[config.mk]
export PLATFORM = sky130hd
export DESIGN_NAME = fetch_stage
export DESIGN_NICKNAME = d
export VERILOG_FILES = /design/src/rtl/fetch_stage.sv
export SDC_FILE = /design/constraint.sdc
export NUM_CORES = 1
export LEC_CHECK = 0
export BUFFER_PORTS_ARGS = -buffer_cell sky130_fd_sc_hd__clkbuf_2
export CORE_MARGIN = 10
export CORE_UTILIZATION = 45
export CTS_CLUSTER_DIAMETER = 50
export DETAILED_ROUTE_END_ITERATION = 12
export GPL_TIMING_DRIVEN = 0
export PLACE_DENSITY = 0.77
export SETUP_SLACK_MARGIN = 0.05
export SYNTH_ARGS = -nofsm -noshare
export SYNTH_HDL_FRONTEND = slang
export SYNTH_SLANG_ARGS = --single-unit
[constraint.sdc]
create_clock -name clk -period 1.6 [get_ports clk]
set_input_delay 0.16 -clock clk [delete_from_list [all_inputs] [get_ports clk]]
set_output_delay 0.16 -clock clk [all_outputs]
set_load 0.02 [all_outputs]
[src/rtl/fetch_stage.sv]
// Instruction fetch stage with IF/ID register; registers D outputs one cycle after rvalid.
// A response that arrives under stallD is parked in a skid word and no new request issues until it drains.
module fetch_stage #(
  parameter logic [31:0] RESET_PC = 32'h0000_3000,
  parameter int          TIMEOUT  = 255
) (
  input  logic        clk,
  input  logic        rst,
  input  logic [31:0] npc,
  input  logic        stallD,
  input  logic        flushD,
  input  logic        imem_rvalid,
  input  logic [31:0] imem_rdata,
  output logic        imem_req,
  output logic [31:0] imem_addr,
  output logic [31:0] pcF,
  output logic [31:0] instrD,
  output logic [31:0] pcD,
  output logic        validD,
  output logic        imem_timeout
);

  typedef enum logic {S_REQ = 1'b0, S_HOLD = 1'b1} state_t;

  localparam logic [7:0] TO_MAX = 8'(TIMEOUT);

  state_t      state_q, state_d;
  logic [31:0] pc_q, pc_d;
  logic [31:0] instr_q, instr_d;
  logic [31:0] pcd_q, pcd_d;
  logic [31:0] skid_q, skid_d;
  logic        valid_q, valid_d;
  logic        req_q;
  logic        to_q, to_d;
  logic [7:0]  wait_q, wait_d;
  logic        in_req, got, adv;

  always_comb begin
    in_req  = (state_q == S_REQ) && req_q;
    got     = in_req && imem_rvalid;
    adv     = (got || (state_q == S_HOLD)) && !stallD;

    pc_d    = pc_q;
    instr_d = instr_q;
    pcd_d   = pcd_q;
    skid_d  = skid_q;
    state_d = state_q;
    valid_d = 1'b0;

    if (adv) begin
      pc_d    = npc;
      state_d = S_REQ;
      instr_d = (state_q == S_HOLD) ? skid_q : imem_rdata;
      pcd_d   = pc_q;
      valid_d = 1'b1;
    end else if (got) begin
      skid_d  = imem_rdata;
      state_d = S_HOLD;
    end

    // Flush only clears the D register; pcF, state and skid follow the rules above.
    if (flushD) begin
      instr_d = 32'h0;
      pcd_d   = 32'h0;
      valid_d = 1'b0;
    end

    if (imem_rvalid) begin
      wait_d = 8'd0;
    end else if (in_req && (wait_q != TO_MAX)) begin
      wait_d = wait_q + 8'd1;
    end else begin
      wait_d = wait_q;
    end
    to_d = to_q || (wait_d == TO_MAX);
  end

  always_ff @(posedge clk) begin
    if (rst) begin
      state_q <= S_REQ;
      pc_q    <= RESET_PC;
      instr_q <= 32'h0;
      pcd_q   <= 32'h0;
      skid_q  <= 32'h0;
      valid_q <= 1'b0;
      req_q   <= 1'b0;
      to_q    <= 1'b0;
      wait_q  <= 8'd0;
    end else begin
      state_q <= state_d;
      pc_q    <= pc_d;
      instr_q <= instr_d;
      pcd_q   <= pcd_d;
      skid_q  <= skid_d;
      valid_q <= valid_d;
      req_q   <= (state_d == S_REQ);
      to_q    <= to_d;
      wait_q  <= wait_d;
    end
  end

  assign imem_req     = req_q && !rst;
  assign imem_addr    = pc_q;
  assign pcF          = pc_q;
  assign instrD       = instr_q;
  assign pcD          = pcd_q;
  assign validD       = valid_q;
  assign imem_timeout = to_q;

endmodule

==> key figures, run 1 <==
Floorplan
  – DIE AREA: 17,100 um^2
  – Die height: 131 um
  – Starting density of the core: 45.9%
  – I/O pins: 200
  – Core area: 12,000 um^2
  – Row count: 40
  – Die Wd: 131 um

Layout
  – Commonest non-fill, non-tap cell in the layout: clkbuf_2
  – Commonest non-fill, non-tap cells in the layout: clkbuf_2, nand2_1, dfxtp_1
  – Area Growth Syn to Fin: 44.2%
  – Core Util, Final: 66.1%
  – Final Non-Filler Cells: 1,099
  – Layout Nets: 1,014
  – Number of fillers in the final layout: ~1,000
  – Share of cells above drive strength 1: 31.4%
  – Design Area, Final: 7940 um^2

Power
  – Pleak: 3.36 nW
  – Sw frac: between 20% and 30%
  – Total Power: a little over 8 mW
  – Worst vdd rail ir drop: 1160 uV
  – Clock network power share: 44.0%
  – Pwr dens: 1030 nW/um^2
  – Comb power frac: 11.5%
  – Net Switching: 1.95 mW
  – Pint: ~6.3 mW
  – Power share of the sequential group: between 40% and 50%

Hold path
  – Hold wc startpoint: imem_rdata[13]
  – HP Class: input pin to flop

Timing
  – Slew Limit Fails: 0
  – Final period utilization: 94.9%
  – Min Hold Slack: roughly 30 ps
  – Final Hold Violating Endpoints: 0
  – Setup ws final: 81.8 ps
  – RSZ-0062 raised after global routing: true
  – Setup violations, final: 0
  – Max-slew headroom: 59.7%
  – Min cycle time layout: roughly 1500 ps
  – Worst slew pin tran: 605 ps
  – Fmax: 0.659 GHz
  – Setup_tns: 0 ps
  – Setup Skew: 5.37 ps

GRT
  – Total gr overflow: 0
  – Largest net degree at the start of global routing: 17
  – Vias in the first global route: 5,454
  – Initial antenna violation count: 1
  – Global-route wire length before repair: 28.0 mm
  – Tot GR Track Use: 21.0%

Place
  – Inst Count DP: 1,009
  – Port Buffer Count: 199
  – Pre-CTS WS: -122 ps
  – Post-DP HPWL: between 10 and 15 mm
  – DP Area: 6690 um^2
  – GPL Wtd Cong: 0.836

Drt
  – DRC Markers: 0
  – Final wirelength: 18.4 mm
  – Via density: roughly 5
  – Average wire per cell in the routed design: around 17 um
  – DR iter-0 viols: around 320
  – TritonRoute pass-1 iters: 6
  – Total number of vias: ~5,600
  – Routed Antenna Nets: 0

Logic synthesis
  – EDFF count, synth: 0
  – Post-synth ARST share: 0%
  – Syn Std Cell Area: between 5000 and 6000 um^2
  – Synth area leaders: dfxtp_1, nand2_1, a21oi_1
  – Synth Area per Inst: 8.31 um^2
  – Net Count, Synth: 733
  – Synth Area in Compound Gates: 14.2%
  – Seq/Total Area, Yosys: 50.9%
  – Mux contribution to synthesized area: 6.36%
  – Post-synth top area cell: dfxtp_1
  – Largest family of logic cells by synthesized area: simple AND/OR/NAND/NOR gates
  – Synth unique cells: 32
  – Main synth FF type: dfxtp_1
  – Post-Synth Simple-Gate Area: between 10% and 20%
  – Yosys reg bits: 140
  – Top cell type's share of synthesized area: about half
  – Gate Count Post-Synth: approximately 660
  – Post-synthesis xor/xnor area fraction: 0.477%
  – Synth Area in Adders: 0.227%
  – Synth Warn #: 0

Worst setup path
  – CP arrival: 1850 ps
  – Worst R2R Setup Slack: 80 ps
  – Crit path launch: wait_q[0]$_SDFF_PP0_
  – Worst R2R Start: wait_q[0]$_SDFF_PP0_
  – Startpoint types: flop
  – Endpoint class of the critical path: flop
  – Critical path type: flop to flop
  – CP Data Required Time: 1930 ps
  – Crit-path max FO: 4

Clock network
  – CTS Sinks: 140
  – Maximum clock path buffer count: 2
  – Reg clk slew, reported paths: 50 ps
  – H-tree levels: 4
  – CTS Root Buffer Type: clkbuf_16
  – Total CTS buffers: 17
  – CTS tree: yes
  – Clock Latency Late Sink: 410 ps

Outcome
  – Outcome: completed

Run
  – Max cap viols: 0
-- kinds of logic (layout without fill, tap and decap cells) --
| family | after synthesis | after routing |
|---|---|---|
| and+or+nand+nor | 267 | 267 |
| DFF | 140 | 140 |
| AOI/OAI and AO/OA | 135 | 135 |
| buffers and inverters | 82 | 370 |
| muxes | 35 | 35 |
| xor gates and xnor gates | 3 | 3 |
| adders and majority gates | 1 | 1 |
| other | 0 | 1 |
-- worst max-delay path, cell delays in order (launching register included) --
cell	delay, ps
dfxtp_4	360
ha_4	140
and4b_1	250
nand4_1	120
mux2i_1	150
nand4b_1	190
o31ai_2	220
-- metal layers --
| layer | up-vias | part of all wire, % | global-route usage, % |
|---|---|---|---|
| met5 | - | 0 | 0 |
| met4 | 0 | 1.5 | 7.46 |
| met3 | 22 | 10 | 8.14 |
| met2 | 232 | 48 | 35.4 |
| met1 | 2559 | 41 | 23.7 |
| li1 | 2739 | - | - |
-- synth_stat cells, drive strengths merged (3+ instances only) --
cell type / count
nand2: 199
dfxtp: 140
a21oi: 97
buf: 54
nor2: 41
mux2i: 35
a211oi: 33
clkbuf: 26
nor2b: 7
nand4: 3
nor3: 3
xnor2: 3
-- area by class of cell --
class,count,area (um^2),area share (%)
sequential,140,2810,35.4
multi-input combinational,441,2270,28.6
timing repair buffer,264,1640,20.7
buffer,78,495,6.24
clock buffer,22,454,5.72
tap,147,184,2.32
clock inverter,4,70.1,0.882
inverter,2,7.51,0.0945
antenna,1,2.50,0.0315
-- repair_timing --
item                                   CTS  global route
setup endpoints to repair              123            98
pin swaps                                1             5
endpoints found under the hold margin   63             0
hold buffers                            63             0
resized for setup                       26            18
buffers inserted                         0             2
-- sequential cells by signal (all words and copies together) (netlist names) --
register      flops
imem_addr        32
instrD           32
pcD              32
skid_q           32
wait_q            8
imem_timeout      1
req_q             1
state_q           1
validD            1
-- worst paths after layout --
kind,to,cells past startpoint
max,imem_timeout$_SDFF_PP0_,6
min reg2reg,skid_q[4]$_SDFFE_PP0P_,2
min,skid_q[13]$_SDFFE_PP0P_,3
max reg2reg,imem_timeout$_SDFF_PP0_,6
-- power groups by stage --
stage	sequential (mW)	combinational [mW]	clock, mW
5_1_grt	3.66	1.03	3.85
3_5_place_dp	3.73	0.797	0
2_1_floorplan	3.78	0.414	0
3_3_place_gp	3.72	0.789	0
4_1_cts	3.65	0.935	3.69
6_report	3.66	0.949	3.61
(Power assumes the default switching activity.)
==> inputs of run 2 (changes only) <==
--- a/config.mk
+++ b/config.mk
@@ -6,12 +6,14 @@
 export NUM_CORES = 1
 export LEC_CHECK = 0
 export BUFFER_PORTS_ARGS = -buffer_cell sky130_fd_sc_hd__clkbuf_2
+export CELL_PAD_IN_SITES_DETAIL_PLACEMENT = 0
+export CELL_PAD_IN_SITES_GLOBAL_PLACEMENT = 1
 export CORE_MARGIN = 10
-export CORE_UTILIZATION = 45
+export CORE_UTILIZATION = 30
 export CTS_CLUSTER_DIAMETER = 50
 export DETAILED_ROUTE_END_ITERATION = 12
 export GPL_TIMING_DRIVEN = 0
-export PLACE_DENSITY = 0.77
+export PLACE_DENSITY_LB_ADDON = 0.1
 export SETUP_SLACK_MARGIN = 0.05
 export SYNTH_ARGS = -nofsm -noshare
 export SYNTH_HDL_FRONTEND = slang
==> run 2 against run 1 <==
Net effect:
- clock power up 6.1%
- design area rose by 3.4%
- fmax decreased by 2.0%
- register-to-register slack got worse by 30 ps
- non-clock buffer count rose by 11
- utilization down 21 points
- count of clock-buffer cells in the layout shrank 2
- combinational power increased by 0.7%
- power rose by 2.7%
- highest routed layer unchanged
- sequential share of layout area shrank 1.1 points
- wire length grew 2.5%
==> key figures, run 2 (synthesized netlist as in run 1, its figures left out) <==
Drt
  – Final wirelength: 18.8 mm (+2.5%)
  – Total number of vias: 5,446 (-1.9%)
  – Average wire per cell in the routed design: 15.7 um (-5.9%)
  – DR iter-0 viols: 156 (-50%)
  – Via density: 4.55 (-9.9%)
  – Routed Antenna Nets: 0 (unchanged)
  – DRC Markers: 0 (unchanged)
  – TritonRoute pass-1 iters: 4 (-2)

GRT
  – Largest net degree at the start of global routing: 17 (unchanged)
  – Initial antenna violation count: 1 (unchanged)
  – Global-route wire length before repair: 29.2 mm (+4.5%)
  – Tot GR Track Use: 15.0% (-6.0 points)
  – Total gr overflow: 0 (unchanged)
  – Vias in the first global route: 5,498 (+0.81%)

Clock network
  – Maximum clock path buffer count: 2 (unchanged)
  – Reg clk slew, reported paths: 60 ps (about the same)
  – CTS Sinks: 140 (unchanged)
  – Clock Latency Late Sink: 400 ps (about the same)
  – CTS Root Buffer Type: clkbuf_16
  – Total CTS buffers: 17 (unchanged)
  – CTS tree: yes
  – H-tree levels: 4 (unchanged)

Floorplan
  – DIE AREA: 24,200 um^2 (+42%)
  – I/O pins: 200 (unchanged)
  – Starting density of the core: 30.6% (-15 points)
  – Core area: 18,000 um^2 (+50%)
  – Row count: 49 (+23%)
  – Die height: 155 um (+19%)
  – Die Wd: 155 um (+19%)

Worst setup path
  – Crit path largest cell delay: 360 ps (about the same)
  – Slowest stage cell, crit path: dfxtp_4
  – Crit-path cells: ha_4 -> and4b_1 -> o211ai_1 -> xnor2_1 -> nand4_1 -> o31ai_2
  – Critical path type: flop to flop
  – CP Data Required Time: 1930 ps (about the same)
  – CP arrival: 1870 ps (+20 ps)
  – Family with the most delay on the worst path: simple AND/OR/NAND/NOR gates
  – Buf/Inv on CP: 0 (unchanged)
  – Worst R2R Setup Slack: 50 ps (-30 ps)
  – Startpoint types: flop
  – Endpoint class of the critical path: flop
  – Crit-path max FO: 4 (unchanged)

Place
  – Inst Count DP: 1,091 (+8.1%)
  – Port Buffer Count: 199 (unchanged)
  – Post-DP HPWL: 14.3 mm (+13%)
  – Pre-CTS WS: -219 ps (-96.8 ps)
  – GPL Wtd Cong: 0.878 (+5.1%)
  – DP Area: 6790 um^2 (+1.5%)

Layout
  – Number of fillers in the final layout: 1,809 (+84%)
  – Core Util, Final: 45.6% (-21 points)
  – Commonest non-fill, non-tap cells in the layout: clkbuf_2, nand2_1, dfxtp_1
  – Design Area, Final: 8210 um^2 (+3.4%)
  – Area Growth Syn to Fin: 49.1%
  – Layout Nets: 1,025 (+1.1%)
  – Final Non-Filler Cells: 1,197 (+8.9%)
  – Share of cells above drive strength 1: 33.8% (+2.4 points)
  – Commonest non-fill, non-tap cell in the layout: clkbuf_2

Hold path
  – HP Class: input pin to flop

Timing
  – Setup_tns: 0 ps (unchanged)
  – RSZ-0062 raised after global routing: true
  – Fmax: 0.645 GHz (-2.0%)
  – Max-slew headroom: 56.4% (-3.3 points)
  – Min Hold Slack: 11.7 ps (-18.3 ps)
  – Setup Skew: 5.87 ps (+0.501 ps)
  – Final period utilization: 96.9% (+2.0 points)
  – Final Hold Violating Endpoints: 0 (unchanged)
  – Min cycle time layout: 1550 ps (+31.4 ps)
  – Setup ws final: 50.4 ps (-31.4 ps)
  – Worst slew pin tran: 654 ps (+49.1 ps)
  – Setup violations, final: 0 (unchanged)
  – Slew Limit Fails: 0 (unchanged)

Power
  – Total Power: 8.44 mW (+2.7%)
  – Pleak: 3.44 nW (+2.5%)
  – Pwr dens: 1030 nW/um^2 (-0.71%)
  – Worst vdd rail ir drop: 699 uV (-40%)

Run
  – Max cap viols: 0 (unchanged)

Outcome
  – Outcome: completed
run 2: cell types whose count changed in the layout (fill, tap and decap cells not counted), moves of 2 or more:
| cell | previous run | this run |
|---|---|---|
| buf_4 | 42 | 56 |
| clkbuf_1 | 18 | 15 |
| clkbuf_4 | 4 | 2 |
| clkinv_2 | 2 | 4 |
| clkinv_4 | 0 | 2 |
| clkinvlp_4 | 0 | 3 |
| dfxtp_1 | 136 | 133 |
| dfxtp_2 | 2 | 4 |
run 2: report_power, final:
part	total [mW]	switching, mW	leakage (nW)	internal (mW)
sequential	3.65	0.0740	1.14	3.58
clock	3.83	1.47	0.278	2.36
combinational	0.956	0.536	2.03	0.420
run 2: path summary, 6_finish.rpt:
kind | start | endpoint | cells after the start
min reg2reg | pcD[25]$_SDFFE_PP0P_ | pcD[25]$_SDFFE_PP0P_ | 2
min | imem_rdata[1] | skid_q[1]$_SDFFE_PP0P_ | 3
max | wait_q[0]$_SDFF_PP0_ | imem_timeout$_SDFF_PP0_ | 6
max reg2reg | wait_q[0]$_SDFF_PP0_ | imem_timeout$_SDFF_PP0_ | 6
run 2: timing repair:
action	4_1_cts	5_1_grt
hold buffers	62	0
gates resized for setup	35	22
endpoints found under the hold margin	62	0
setup buffers	5	8
pin swaps	5	8
setup endpoints to repair	128	123
gates cloned	0	0
run 2: area by class of cell:
cell class / count / area, um^2 / share of cell area, %
plain buffers: 79 / 509 / 6.20
repair buffers: 274 / 1710 / 20.9
diodes: 1 / 2.50 / 0.0305
inverters: 2 / 7.51 / 0.0914
multi-input cells: 441 / 2300 / 28.0
well taps: 229 / 287 / 3.49
clock buffers: 20 / 457 / 5.56
clock inverters: 11 / 120 / 1.46
flip-flops and latches: 140 / 2820 / 34.3
run 2: layer usage:
metal / routed length, um / track usage [%] / up-vias
met2: 8650 / 24.3 / 154
met1: 8460 / 18.2 / 2524
met3: 1470 / 5.18 / 14
met4: 266 / 4.68 / 0
li1: - / - / 2754
met5: 0 / 0 / -
run 2: tightest hold or removal path, delay by kind of cell:
family                 cells  cell delay (ps)
buffers and inverters      1              100
and+or+nand+nor            1               60
AOI/OAI and AO/OA          1               50
